==> src/rtl/vga_timing_pkg.sv <==
// Mode constants and helpers shared by the VGA raster timing generator.
// A mode is four region lengths per axis plus the sync polarity.
package vga_timing_pkg;

  typedef struct packed {
    int unsigned active;
    int unsigned fp;
    int unsigned sync;
    int unsigned bp;
    logic        pol;
  } axis_mode_t;

  typedef struct packed {
    axis_mode_t h;
    axis_mode_t v;
  } vga_mode_t;

  localparam vga_mode_t MODE_640x480_60 = '{
    h: '{active: 640, fp: 16, sync: 96,  bp: 48, pol: 1'b0},
    v: '{active: 480, fp: 10, sync: 2,   bp: 33, pol: 1'b0}
  };

  localparam vga_mode_t MODE_800x600_60 = '{
    h: '{active: 800, fp: 40, sync: 128, bp: 88, pol: 1'b1},
    v: '{active: 600, fp: 1,  sync: 4,   bp: 23, pol: 1'b1}
  };

  function automatic int unsigned axis_total(input int unsigned active, input int unsigned fp,
                                             input int unsigned sync, input int unsigned bp);
    return active + fp + sync + bp;
  endfunction

endpackage

==> src/rtl/vga_axis_counter.sv <==
// One raster axis: a wrapping position counter with active/sync region decode.
// Regions run active, front porch, sync, back porch.
module vga_axis_counter
  import vga_timing_pkg::*;
#(
  parameter int unsigned ACTIVE = 640,
  parameter int unsigned FP     = 16,
  parameter int unsigned SYNC   = 96,
  parameter int unsigned BP     = 48,
  localparam int unsigned TOTAL = axis_total(ACTIVE, FP, SYNC, BP),
  localparam int unsigned W     = $clog2(TOTAL)
) (
  input  logic         clk,
  input  logic         rst,
  input  logic         inc,
  output logic [W-1:0] count,
  output logic         wrap,
  output logic         in_active,
  output logic         in_sync
);

  localparam logic [W-1:0] LAST    = W'(TOTAL - 1);
  localparam logic [W-1:0] ACT_END = W'(ACTIVE);
  localparam logic [W-1:0] SYNC_LO = W'(ACTIVE + FP);
  localparam logic [W-1:0] SYNC_HI = W'(ACTIVE + FP + SYNC);

  if (ACTIVE == 0 || FP == 0 || SYNC == 0 || BP == 0) begin : g_zero_region
    $error("vga_axis_counter: every region length must be non-zero");
  end

  // A sync pulse wider than the visible span is not a meaningful raster mode.
  if (SYNC > ACTIVE) begin : g_sync_too_wide
    $error("vga_axis_counter: SYNC exceeds the visible span");
  end

  always_ff @(posedge clk or posedge rst) begin
    if (rst) begin
      count <= '0;
    end else if (inc) begin
      count <= (count == LAST) ? '0 : count + W'(1);
    end
  end

  assign wrap      = inc && (count == LAST);
  assign in_active = (count < ACT_END);
  assign in_sync   = (count >= SYNC_LO) && (count < SYNC_HI);

endmodule

==> src/rtl/vga_timing_gen.sv <==
// Parametrised VGA raster timing generator with pixel clock-enable.
// Outputs are registered one enabled clock after the h/v counters.
module vga_timing_gen
  import vga_timing_pkg::*;
#(
  parameter int unsigned H_ACTIVE = MODE_640x480_60.h.active,
  parameter int unsigned H_FP     = MODE_640x480_60.h.fp,
  parameter int unsigned H_SYNC   = MODE_640x480_60.h.sync,
  parameter int unsigned H_BP     = MODE_640x480_60.h.bp,
  parameter int unsigned V_ACTIVE = MODE_640x480_60.v.active,
  parameter int unsigned V_FP     = MODE_640x480_60.v.fp,
  parameter int unsigned V_SYNC   = MODE_640x480_60.v.sync,
  parameter int unsigned V_BP     = MODE_640x480_60.v.bp,
  parameter logic        HS_POL   = MODE_640x480_60.h.pol,
  parameter logic        VS_POL   = MODE_640x480_60.v.pol,
  parameter int unsigned FRAME_W  = 8,
  localparam int unsigned H_TOTAL = axis_total(H_ACTIVE, H_FP, H_SYNC, H_BP),
  localparam int unsigned V_TOTAL = axis_total(V_ACTIVE, V_FP, V_SYNC, V_BP),
  localparam int unsigned HW      = $clog2(H_TOTAL),
  localparam int unsigned VW      = $clog2(V_TOTAL)
) (
  input  logic               clk,
  input  logic               rst,
  input  logic               pix_ce,
  output logic               hsync,
  output logic               vsync,
  output logic               de,
  output logic [HW-1:0]      x,
  output logic [VW-1:0]      y,
  output logic               line_start,
  output logic               frame_start,
  output logic [FRAME_W-1:0] frame_cnt
);

  if (FRAME_W == 0) begin : g_bad_frame_w
    $error("vga_timing_gen: FRAME_W must be non-zero");
  end

  logic [HW-1:0] h_cnt;
  logic [VW-1:0] v_cnt;
  logic          h_wrap, h_act, h_sync;
  logic          v_wrap, v_act, v_sync;
  logic          h_zero, v_zero;
  logic          frame_done;

  vga_axis_counter #(
    .ACTIVE(H_ACTIVE), .FP(H_FP), .SYNC(H_SYNC), .BP(H_BP)
  ) u_h (
    .clk(clk), .rst(rst), .inc(pix_ce),
    .count(h_cnt), .wrap(h_wrap), .in_active(h_act), .in_sync(h_sync)
  );

  vga_axis_counter #(
    .ACTIVE(V_ACTIVE), .FP(V_FP), .SYNC(V_SYNC), .BP(V_BP)
  ) u_v (
    .clk(clk), .rst(rst), .inc(h_wrap),
    .count(v_cnt), .wrap(v_wrap), .in_active(v_act), .in_sync(v_sync)
  );

  assign h_zero = (h_cnt == '0);
  assign v_zero = (v_cnt == '0);

  // Output stage: decode of current h/v, captured on enabled clocks only.
  // frame_done remembers a completed frame so the first frame after reset is not counted.
  always_ff @(posedge clk or posedge rst) begin
    if (rst) begin
      x           <= '0;
      y           <= '0;
      de          <= 1'b0;
      hsync       <= ~HS_POL;
      vsync       <= ~VS_POL;
      line_start  <= 1'b0;
      frame_start <= 1'b0;
      frame_cnt   <= '0;
      frame_done  <= 1'b0;
    end else begin
      line_start  <= pix_ce && h_zero;
      frame_start <= pix_ce && h_zero && v_zero;
      if (v_wrap) begin
        frame_done <= 1'b1;
      end
      if (pix_ce) begin
        x     <= h_cnt;
        y     <= v_cnt;
        de    <= h_act && v_act;
        hsync <= h_sync ? HS_POL : ~HS_POL;
        vsync <= v_sync ? VS_POL : ~VS_POL;
        if (h_zero && v_zero && frame_done) begin
          frame_cnt  <= frame_cnt + FRAME_W'(1);
          frame_done <= 1'b0;
        end
      end
    end
  end

endmodule

==> config.mk <==
export PLATFORM = sky130hd
export DESIGN_NAME = vga_timing_gen
export DESIGN_NICKNAME = d
export VERILOG_FILES = /design/src/rtl/vga_timing_pkg.sv /design/src/rtl/vga_axis_counter.sv /design/src/rtl/vga_timing_gen.sv
export SDC_FILE = /design/constraint.sdc
export NUM_CORES = 1
export LEC_CHECK = 0
export ABC_AREA = 1
export BUFFER_PORTS_ARGS = -buffer_cell sky130_fd_sc_hd__buf_4
export CAP_MARGIN = 20
export CORE_ASPECT_RATIO = 0.75
export CORE_MARGIN = 1
export CORE_UTILIZATION = 40
export CTS_CLUSTER_DIAMETER = 50
export CTS_CLUSTER_SIZE = 25
export DETAILED_ROUTE_END_ITERATION = 10
export GPL_TIMING_DRIVEN = 0
export PLACE_DENSITY = 0.65
export SYNTH_ARGS = -nofsm -noshare
export SYNTH_HDL_FRONTEND = slang
export SYNTH_HIERARCHICAL = 1
export SYNTH_SLANG_ARGS = --single-unit
==> constraint.sdc <==
create_clock -name clk -period 2.46 [get_ports clk]
set_clock_uncertainty 0.2 [all_clocks]
set_input_delay 0.615 -clock clk [delete_from_list [all_inputs] [get_ports clk]]
set_output_delay 0.615 -clock clk [all_outputs]
set_load 0.1 [all_outputs]
# Word-level counts from Yosys, hierarchy flattened
# Cells that the tools add are included.
totals:
  elab_cells: 41
  input_bits: 3
  regBits: 54
  output_inout_bits: 33
classes:
  n_eq_ne: 2
  magnitude_cmp: 6
  n_mux: 7
  n_reduce_logical: 12
  addsub: 3
ops:
  columns: ["op", "n"]
  rows:
  - ["10-bit by 1-bit adder with 10-bit output, second input constant", 2]
  - ["10-bit == test, second input constant", 2]
  - ["10-bit zero test", 2]
  - ["10-bit less-than comparator, second input constant", 2]
  - ["10-bit by 9-bit less-than comparator with 1-bit output, second input constant", 2]
  - ["10-bit 2-to-1 mux", 2]
  - ["10-bit greater-or-equal comparator, second input constant", 1]
  - ["10-bit by 9-bit greater-or-equal comparator with 1-bit output, second input constant", 1]
  - ["1-bit logical AND", 9]
  - ["8-bit by 1-bit adder with 8-bit output, second input constant", 1]
  - ["1-bit 2-to-1 mux", 5]
  - ["2-bit AND reduction", 1]

# Longest topological paths before layout
depth:
  ltp_word: 6
  mapped_depth: 14
  depth_no_buf: 12

# Cells and area by module
# Netlist, hierarchy kept.
by_module_without_submodules:
  columns: ["mod", "seq_area_each_um2", "area_each_um2", "n_inst", "cells_each"]
  rows:
  - ["vga_timing_gen", 853.3, 1596.5, 1, 190]
  - ["vga_axis_counter (u_v)", 250.2, 660.6, 1, 91]
  - ["vga_axis_counter (u_h)", 250.2, 653.1, 1, 93]

# Least setup slack after synthesis
# No wires, ideal clock.
synth_timing:
  kind: "reg2reg"
  startpoint: "reg frame_cnt[1]"
  endpoint: "reg frame_cnt[6]"
  stages_incl_launch_ff: 7
  path_slack_ns: 0.386
  path_buffers: 0
  setup_ns: 0.114
  arrival_time_ns: 1.760
  synth_period_minus_slack_ns: 2.074
  t_required_ns: 2.146
  path_cell_list: "dfrtp_1 ha_1 nand3_1 nor2_1 nand4_1 nand2_1 inv_1"
synth_between:
  elab_chain_cells: 1
synth_lines:
  columns: ["element", "line_no", "rtl"]
  rows:
  - ["from (decl)", "vga_timing_gen.sv:32", "output logic [FRAME_W-1:0] frame_cnt"]
  - ["from (signal assigned)", "vga_timing_gen.sv:89", "frame_cnt <= frame_cnt + FRAME_W'(1);"]
  - ["8-bit by 1-bit adder with 8-bit output", "vga_timing_gen.sv:89", null]
# No other way between the ends.
# A chain may end at the register's enable or synchronous reset.

# Final worst setup path
layout_timing:
  startpoint: "reg u_h.count[1]"
  endpoint: "reg u_v.count[8]"
layout_between:
  elab_chain_cells: 2
layout_lines:
  columns: ["element", "line_no", "rtl"]
  rows:
  - ["from (decl)", "vga_axis_counter.sv:16", "output logic [W-1:0] count,"]
  - ["from (signal assigned)", "vga_axis_counter.sv:40", "count <= (count == LAST) ? '0 : count + W'(1);"]
  - ["10-bit == test", "vga_axis_counter.sv:44", "assign wrap = inc && (count == LAST);"]
  - ["1-bit logical AND", "vga_axis_counter.sv:44", null]
  - ["net h_wrap", "vga_timing_gen.sv:41", "logic h_wrap, h_act, h_sync;"]
  - ["to (signal assigned)", "vga_axis_counter.sv:40", null]
  - ["to (decl)", "vga_axis_counter.sv:16", null]
# The timed path passes the listed nets, and every way through them passes these cells.

==> results.toml <==
[timing]
relSlewSlack_pct = 60.3
rsz0062_at_grt = "false"
max_freq_mhz = 500
finalHoldViolations = 0
timing.final.max_slew_violations = 0
period_share_pct = 81.2
finalSetupViolations = 0
min_period_ps = 2000
worst_pin_slew_ps = 594
tns_ps = 0

[yosys]
synth.distinct_cells = 34
ys_ff_latch = 54
syn_area_um2 = 2910
synth_edf_count = 0
yosys_warnings = 6
synthCells = 374
synthArstFlopShare_pct = 100
syn-num-nets = 382
yosys_most_used_dff = "dfrtp_1"
avgSynthCellArea_um2 = 7.78
ys_seq_area_share_pct = 46.5

[detailed_routing]
dr.pass1.iters = 5
vias = 2427
wl_um = 6450
avgRoutedWirePerCell_um = 12.5
remaining_drc_errors = 0
vias_per_cell = 4.71
first_iter_violations = 116
postRouteAntennaNets = 0

[clocking]
insertion_delay_ps = 320
numCtsBuffers = 5
cts_resized = 0
clk_root_buffer_cell = "clkbuf_8"
clk_pin_slew_worst_paths_ps = 110
holdBufCountCts = 0
htree_num_levels = 2
post-cts-setup-buffers = 0
cts.sinks = 54
cts_tree = "yes"
clockBufferDepth = 2

[finish]
finalNonFillerCells = 515
insertedDiodeCount = 0
final_area_um2 = 3410
fin_util_pct = 49.2
final_nets = 424
drive_above_1_share_pct = 19.9
area_delta_synth_final_pct = 17.2
final.fill_count = 705

[critical_path]
crit_fanout = 8
r2r_slack_ps = 460
reg2reg_to = "u_v/count[8]$_DFFE_PP0P_"
arrival_ps = 2020
ff2ff_path_depth = 13
r2r_start = "u_h/count[1]$_DFFE_PP0P_"
criticalPathCategory = "reg -> reg"
cp-end-kind = "flip-flop"
start_kind = "flip-flop"
cp.required_ps = 2480

[floorplan]
pin_count = 36
core_um2 = 6930
start_util_pct = 42.0
die_h_um = 75.9
die_w_um = 100
dieArea_um2 = 7620
rows = 26

[grt]
gr-usage-met3_pct = 3.21
grt-ovfl-total = 0
gr-usage-met2_pct = 28.2
grt_max_degree = 25
grt_pass1_vias = 2193
use_met1_pct = 26.8
antenna_found_initial = 0
grt_pass1_wl_um = 10700
grt_use_total_pct = 18.4
busiest_layer = "met2"

[status]
outcome = "finished clean"

[power_and_ir_drop]
max-vdd-ir-drop_uv = 370
p_leak_uw = 0.00177
power-per-cell-area_nw_per_um2 = 777

[placed_design]
dp.cells = 507
detailed_place_hpwl_um = 4780
postPlaceCellArea_um2 = 3320
gp_congestion = 0.883
io_buffers = 34

[worst_hold_path]
min_path_type = "in -> async"

[run]
cap_violations = 0
cell families after synthesis:
| logic type | synth area share, % |
|---|---|
| flip-flops | 46.5 |
| XOR/XNOR | 1.51 |
| adder cells (fa/ha/maj) | 2.15 |
| AND/OR/NAND/NOR | 37.2 |
| AO/OA/AOI/OAI | 3.48 |
| buffers and inverters | 9.16 |
power breakdown:
| group | switching [µW] | internal (µW) | total (µW) |
|---|---|---|---|
| clock network | 311 | 206 | 518 |
| registers | 159 | 1010 | 1170 |
| logic | 742 | 223 | 966 |
per-stage QoR:
| stage | total power [µW] | setup slack, ps | hold WS [ps] |
|---|---|---|---|
| 5_1_grt | 2790 | 297 | 136 |
| 4_1_cts | 2680 | 457 | 101 |
| 3_5_place_dp | 2150 | 482 | 262 |
| 2_1_floorplan | 1920 | 386 | 255 |
| 6_report | 2650 | 461 | 93.7 |
| 3_3_place_gp | 2120 | 329 | 257 |
state kept, by name, indices dropped and copies added, names as in the netlist:
register     count
frame_done       1
hsync            1
frame_start      1
line_start       1
y               10
u_h/count       10
frame_cnt        8
x               10
de               1
u_v/count       10
vsync            1
critical path, stage by stage (launching register included):
cell,delay [ps]
dfrtp_1,440
ha_1,230
nand2_1,60
nor2_1,100
nand3_1,90
nor2_1,90
buf_4,170
nand2_2,90
nor2_4,110
nand2_2,70
clkinv_2,80
nand3_1,60
nand2_1,70
inv_1,30
placed cells by master, fill, tap and decap left out, types with 7 or more instances in the layout:
master / n
o21ai_0: 14
nor2_2: 7
nand2_2: 7
nor2_1: 39
dfrtp_1: 52
nand2_1: 110
nand3_1: 31
buf_4: 36
inv_1: 51
nand4_1: 10
how the worst max path moves through the flow:
stage | start | endpoint | depth (start not counted)
after detailed placement | u_h/count[1]$_DFFE_PP0P_ | u_v/count[8]$_DFFE_PP0P_ | 13
after floorplan | frame_cnt[1]$_DFFE_PP0P_ | frame_cnt[6]$_DFFE_PP0P_ | 6
after global placement | rst | x[8]$_DFFE_PP0P_ | 2
after global routing | u_h/count[1]$_DFFE_PP0P_ | u_v/count[9]$_DFFE_PP0P_ | 11
final | u_h/count[1]$_DFFE_PP0P_ | u_v/count[8]$_DFFE_PP0P_ | 13
after CTS | u_h/count[1]$_DFFE_PP0P_ | u_v/count[8]$_DFFE_PP0P_ | 13
area by class of cell:
| cell class | instances | area (µm²) | area share (%) |
|---|---|---|---|
| plain buffers | 10 | 62.6 | 1.83 |
| clock buffers | 5 | 68.8 | 2.02 |
| clock inverters | 3 | 26.3 | 0.770 |
| inverters | 54 | 204 | 5.98 |
| multi-input cells | 256 | 1290 | 37.8 |
| flip-flops and latches | 54 | 1350 | 39.7 |
| well taps | 98 | 123 | 3.60 |
| repair buffers | 35 | 283 | 8.29 |
routing by layer:
layer	wire [µm]	vias to the layer above
met1	3310	1119
met2	2760	60
met3	332	5
li1	-	1243
met4	50	0
met5	0	-
synth_stat cells, types with 3 or more instances:
cell	number	area (µm²)
nand2_2	7	43.8
a21oi_1	3	15.0
ha_1	5	62.6
nor2_1	39	146
nor2_4	5	56.3
nand3_2	5	50.1
nand2_1	110	413
nand4_1	10	62.6
dfrtp_1	52	1300
nor3_1	5	25.0
o21ai_0	14	70.1
clkbuf_1	4	15.0
inv_1	51	191
nand3_1	31	155
xor2_1	3	26.3
nor2_2	7	43.8
Power figures use the tool's default switching activity.
